==> config.mk <==
export PLATFORM = sky130hd
export DESIGN_NAME = tmds_channel_decoder
export DESIGN_NICKNAME = d
export VERILOG_FILES = /design/src/rtl/tmds_channel_decoder.sv
export SDC_FILE = /design/constraint.sdc
export NUM_CORES = 1
export LEC_CHECK = 0
export ABC_AREA = 1
export BUFFER_PORTS_ARGS = -buffer_cell sky130_fd_sc_hd__buf_2
export CAP_MARGIN = 20
export CORE_ASPECT_RATIO = 1.75
export CORE_MARGIN = 2
export CORE_UTILIZATION = 45
export CTS_CLUSTER_SIZE = 10
export DETAILED_ROUTE_END_ITERATION = 7
export PLACE_DENSITY = 0.72
export SLEW_MARGIN = 40
export SYNTH_ARGS = -nofsm -noshare
export SYNTH_HDL_FRONTEND = slang
export SYNTH_SLANG_ARGS = --single-unit
==> constraint.sdc <==
create_clock -name clk -period 3.76 [get_ports clk]
set_input_delay 0.376 -clock clk [delete_from_list [all_inputs] [get_ports clk]]
set_output_delay 0.376 -clock clk [all_outputs]
set_load 0.1 [all_outputs]
==> src/rtl/tmds_channel_decoder.sv <==
// Receive-side TMDS channel decoder: finds word alignment from control-token
// bursts, then decodes each aligned 10-bit symbol into pixel or control data.
module tmds_channel_decoder #(
    parameter int SEARCH_WINDOW = 4096,
    parameter int MIN_RUN       = 8
) (
    input  logic       clk,
    input  logic       resetn,
    input  logic [9:0] din,
    output logic [7:0] data_out,
    output logic [1:0] ctrl_out,
    output logic       de_out,
    output logic       locked,
    output logic [3:0] offset
);

    localparam int TW = $clog2(SEARCH_WINDOW);

    typedef enum logic {
        SEARCH,
        LOCKED
    } state_t;

    state_t      state_q, state_d;
    logic [9:0]  din_q, din_d;
    logic [9:0]  sym_q, sym_d;
    logic [7:0]  data_out_q, data_out_d;
    logic [1:0]  ctrl_out_q, ctrl_out_d;
    logic        de_out_q, de_out_d;
    logic        locked_q, locked_d;
    logic [3:0]  offset_q, offset_d;
    logic [7:0]  run_q, run_d;
    logic [TW-1:0] timer_q, timer_d;
    logic [1:0]  skip_q, skip_d;

    logic [19:0] window;
    logic        hit;
    logic [1:0]  tok_ctrl;
    logic [7:0]  d;
    logic [7:0]  dec;
    logic        skip;
    logic        burst;
    logic        expire;
    logic        slip;

    always_ff @(posedge clk) begin
        if (!resetn) begin
            state_q    <= SEARCH;
            din_q      <= '0;
            sym_q      <= '0;
            data_out_q <= '0;
            ctrl_out_q <= '0;
            de_out_q   <= 1'b0;
            locked_q   <= 1'b0;
            offset_q   <= '0;
            run_q      <= '0;
            timer_q    <= '0;
            skip_q     <= '0;
        end else begin
            state_q    <= state_d;
            din_q      <= din_d;
            sym_q      <= sym_d;
            data_out_q <= data_out_d;
            ctrl_out_q <= ctrl_out_d;
            de_out_q   <= de_out_d;
            locked_q   <= locked_d;
            offset_q   <= offset_d;
            run_q      <= run_d;
            timer_q    <= timer_d;
            skip_q     <= skip_d;
        end
    end

    always_comb begin
        window = {din, din_q};
        din_d  = din;
        sym_d  = 10'(window >> offset_q);

        hit      = 1'b1;
        tok_ctrl = 2'b00;
        case (sym_q)
            10'h354: tok_ctrl = 2'b00;
            10'h0AB: tok_ctrl = 2'b01;
            10'h154: tok_ctrl = 2'b10;
            10'h2AB: tok_ctrl = 2'b11;
            default: hit = 1'b0;
        endcase

        d      = sym_q[9] ? ~sym_q[7:0] : sym_q[7:0];
        dec    = '0;
        dec[0] = d[0];
        for (int i = 1; i < 8; i++) begin
            dec[i] = sym_q[8] ? (d[i] ^ d[i-1]) : ~(d[i] ^ d[i-1]);
        end

        if (hit) begin
            de_out_d   = 1'b0;
            ctrl_out_d = tok_ctrl;
            data_out_d = '0;
        end else begin
            de_out_d   = locked_q;
            ctrl_out_d = ctrl_out_q;
            data_out_d = dec;
        end

        // A burst landing on the expiry cycle takes priority over slipping.
        skip   = (skip_q != 2'd0);
        burst  = hit && !skip && (run_q == 8'(MIN_RUN - 1));
        expire = (timer_q == TW'(SEARCH_WINDOW - 1));

        state_d  = state_q;
        locked_d = locked_q;
        slip     = 1'b0;
        case (state_q)
            SEARCH: begin
                if (burst) begin
                    state_d  = LOCKED;
                    locked_d = 1'b1;
                end else if (expire) begin
                    slip = 1'b1;
                end
            end
            LOCKED: begin
                if (!burst && expire) begin
                    state_d  = SEARCH;
                    locked_d = 1'b0;
                    slip     = 1'b1;
                end
            end
            default: state_d = SEARCH;
        endcase

        offset_d = offset_q;
        if (slip) begin
            offset_d = (offset_q == 4'd9) ? 4'd0 : offset_q + 4'd1;
        end

        if (skip || slip) begin
            run_d = '0;
        end else if (hit) begin
            run_d = (run_q == 8'(MIN_RUN)) ? run_q : run_q + 8'd1;
        end else begin
            run_d = '0;
        end

        if (burst || slip || (state_d != state_q)) begin
            timer_d = '0;
        end else begin
            timer_d = timer_q + 1'b1;
        end

        // The two words already in the pipeline after a slip were cut at the old offset.
        if (slip) begin
            skip_d = 2'd2;
        end else if (skip) begin
            skip_d = skip_q - 2'd1;
        end else begin
            skip_d = 2'd0;
        end
    end

    assign data_out = data_out_q;
    assign ctrl_out = ctrl_out_q;
    assign de_out   = de_out_q;
    assign locked   = locked_q;
    assign offset   = offset_q;

endmodule
==> results.cfg <==
[floorplan]
die-area_um2 = 7740
die_height_um = 115
start_util_pct = 46.1
die_w_um = 67.4
rows = 40
fp.coreArea_um2 = 6860
io_pins = 28

[sta]
rsz0062_at_grt = no
tightest_slew_ns = 0.560
fin_crit_sh_pct = 51.2
maxSlewHeadroom_pct = 62.6
fin_crit_ns = 1.92
report.final.slew_viol_count = 0
timing.fmax_mhz = 520
setup_viol = 0
hold_violations = 0
hold_slack_ns = 0.245
skew_ns = 0.00829
setup_tns_ns = 0

[worst_setup_path]
r2r-end = sym_q[0]
slowest_delay_ns = 0.64
required_ns = 3.96
startpoint = offset[1]
r2r_cells = 7
rrSetupSlack_ns = 1.84
worstSetupPathType = flop to flop
worst_setup_path_end_kind = flop
path_cells = inv_1 -> nand2_1 -> o21ai_0 -> nand2_1 -> o21ai_0 -> o21ai_0 -> nor2_1
slowest_stage = dfxtp_1
reg2reg_from = offset[1]
startpoint_type = flop
endpoint = sym_q[0]
crit_arrival_ns = 2.12
crit_fanout = 22
cpMostUsedCell = o21ai_0

[route]
wl_per_cell_um = 11.5
vias_per_cell = 5.08
wirelength_um = 6560
drt-pass1-iter-count = 5
drt_iter0_drc = 97
drc_errors = 0
vias = 2903
postRouteAntennaNets = 0

[synthesis]
synth_top_flop_cell = dfxtp_1
yosys_warnings = 0
ys_seq_area_share_pct = 37.4
avgSynthCellArea_um2 = 6.86
syn_inst = 461
ys_types = 43
async_flop_share_pct = 0
synth_edf_count = 0
ys_ff_latch = 59
syn_nets = 476
netlist_area_um2 = 3160

[place]
globalplace.congestion = 0.936
dp_hpwl_um = 5020
port-buffer-count = 27

[cells_and_area]
fin_util_pct = 52.0
drive_gt1_share_pct = 17.0
num-nets-final = 498
fill_cells = 656
diodes = 0
area_delta_synth_final_pct = 12.9

[power_and_ir_drop]
p_leak_uw = 0.00160
p_seq_share_pct = 42.8
combPwrFrac_pct = 9.7
clock_power_share_pct = 47.5
p_switching_uw = 401
ir_drop_v = 0.000305
intPower_uw = 1140
powerDensity_nw_per_um2 = 431
p_sw_share_pct = 26.0

[clock_network]
clk_pin_slew_ns = 0.05
htree_levels = 3
insertion_delay_ns = 0.33
clock_path_buffers = 2
clockRootBuffer = clkbuf_16
postCtsHoldBufs = 0
post_cts_resized = 0
clock-sinks = 59
cts_setup_buffers = 0
cts_tree = yes
cts_buffers = 9

[grt]
grt_pass1_wl_um = 11300
overflow = 0
antenna_found_initial = 0
grt_use_total_pct = 19.2
grt_start_max_net_pins = 29
grt_pass1_vias = 2642

[job]
drv_cap = 0

[worst_hold_path]
hold_class = input pin to flop

[outcome]
status = completed
-- final cells by class --
class	instances	area, um2	share of cell area, %
tap	84	105	2.95
sequential	59	1180	33.1
inverter	56	213	5.96
multi-input combinational	330	1660	46.6
clock buffer	10	239	6.70
timing repair buffer	27	135	3.79
clock inverter	5	30.0	0.842
-- worst max-delay path, delay by kind of cell, from the launching register on --
kind / cells / cell delay, ns
AO/OA/AOI/OAI: 3 / 0.45
buffers and inverters: 1 / 0.41
flip-flops: 1 / 0.64
AND/OR/NAND/NOR: 3 / 0.30
-- registers in the layout, indices dropped and copies added (netlist names), 2 cells and up --
| register | flops |
|---|---|
| din_q | 10 |
| ctrl_out | 2 |
| data_out | 8 |
| offset | 4 |
| sym_q | 10 |
| run_q | 8 |
| timer_q | 12 |
| skip_q | 2 |
-- logic make-up after synthesis --
| kind of cell | Yosys count | synth area share (%) |
|---|---|---|
| adder cells (fa/ha/maj) | 3 | 1.19 |
| AND/OR/NAND/NOR | 250 | 36.7 |
| AO/OA/AOI/OAI | 62 | 10.6 |
| XOR/XNOR | 15 | 4.16 |
| buffers and inverters | 72 | 9.98 |
| flip-flops | 59 | 37.4 |
-- stage by stage --
stage / worst slack (ns) / power [uW] / instance area, um2 / cells
after global placement: 1.81 / 818 / 3300 / 556
final: 1.84 / 1540 / 3570 / 571
after floorplan: 1.69 / 791 / 3160 / 461
after global routing: 1.51 / 1600 / 3570 / 571
after detailed placement: 1.73 / 820 / 3300 / 556
after CTS: 1.62 / 1560 / 3570 / 571
-- synth_stat cells, types with 2 or more instances --
cell / n / area, um2
buf_4: 2 / 15.0
buf_2: 4 / 20.0
xor2_1: 12 / 105
nor2_1: 42 / 158
o21ai_1: 4 / 20.0
nor3_1: 7 / 35.0
nand3_1: 29 / 145
o21ai_0: 26 / 130
xnor2_1: 3 / 26.3
nand2_1: 124 / 465
or2_2: 8 / 50.1
buf_6: 4 / 45.0
a21oi_2: 2 / 17.5
dfxtp_1: 59 / 1180
nand4_1: 6 / 37.5
nand3_2: 4 / 40.0
clkbuf_1: 4 / 15.0
inv_2: 2 / 7.51
ha_1: 3 / 37.5
nor2_2: 14 / 87.6
inv_1: 52 / 195
and2_1: 3 / 18.8
o211ai_1: 2 / 15.0
nor3_2: 2 / 20.0
a21oi_1: 22 / 110
buf_1: 2 / 7.51
nand2_2: 3 / 18.8
-- layer usage --
layer | share of wire [%] | vias up | global-route usage, % | wire (um)
met4 | 4.1 | 0 | 14.3 | 268
li1 | - | 1506 | - | -
met1 | 39 | 1307 | 19.7 | 2570
met3 | 3.4 | 25 | 4.50 | 220
met2 | 53 | 65 | 32.7 | 3500
met5 | 0 | - | 0 | 0
-- worst min-delay path by stage --
stage / start / to / cells after the start
2_1_floorplan: skip_q[0] / skip_q[0] / 1
3_3_place_gp: skip_q[0] / skip_q[0] / 1
3_5_place_dp: timer_q[0] / timer_q[0] / 1
4_1_cts: din[9] / din_q[9] / 3
5_1_grt: din[8] / din_q[8] / 3
6_report: din[9] / din_q[9] / 3
-- power groups by stage --
| stage | sequential, uW | clock, uW | combinational (uW) |
|---|---|---|---|
| 2_1_floorplan | 728 | 0 | 62.7 |
| 3_3_place_gp | 671 | 0 | 147 |
| 3_5_place_dp | 671 | 0 | 149 |
| 4_1_cts | 659 | 748 | 150 |
| 5_1_grt | 660 | 777 | 164 |
| 6_report | 659 | 731 | 149 |
-- layout by cell type (no fill, tap or decap), drive strengths merged, types with 12 or more instances in the layout --
| master | instances |
|---|---|
| dfxtp | 59 |
| a21oi | 24 |
| inv | 55 |
| xor2 | 12 |
| nand2 | 127 |
| nand3 | 34 |
| o21ai | 30 |
| nor2 | 56 |
| buf | 27 |
No activity file was read; power rests on OpenSTA's default activity.
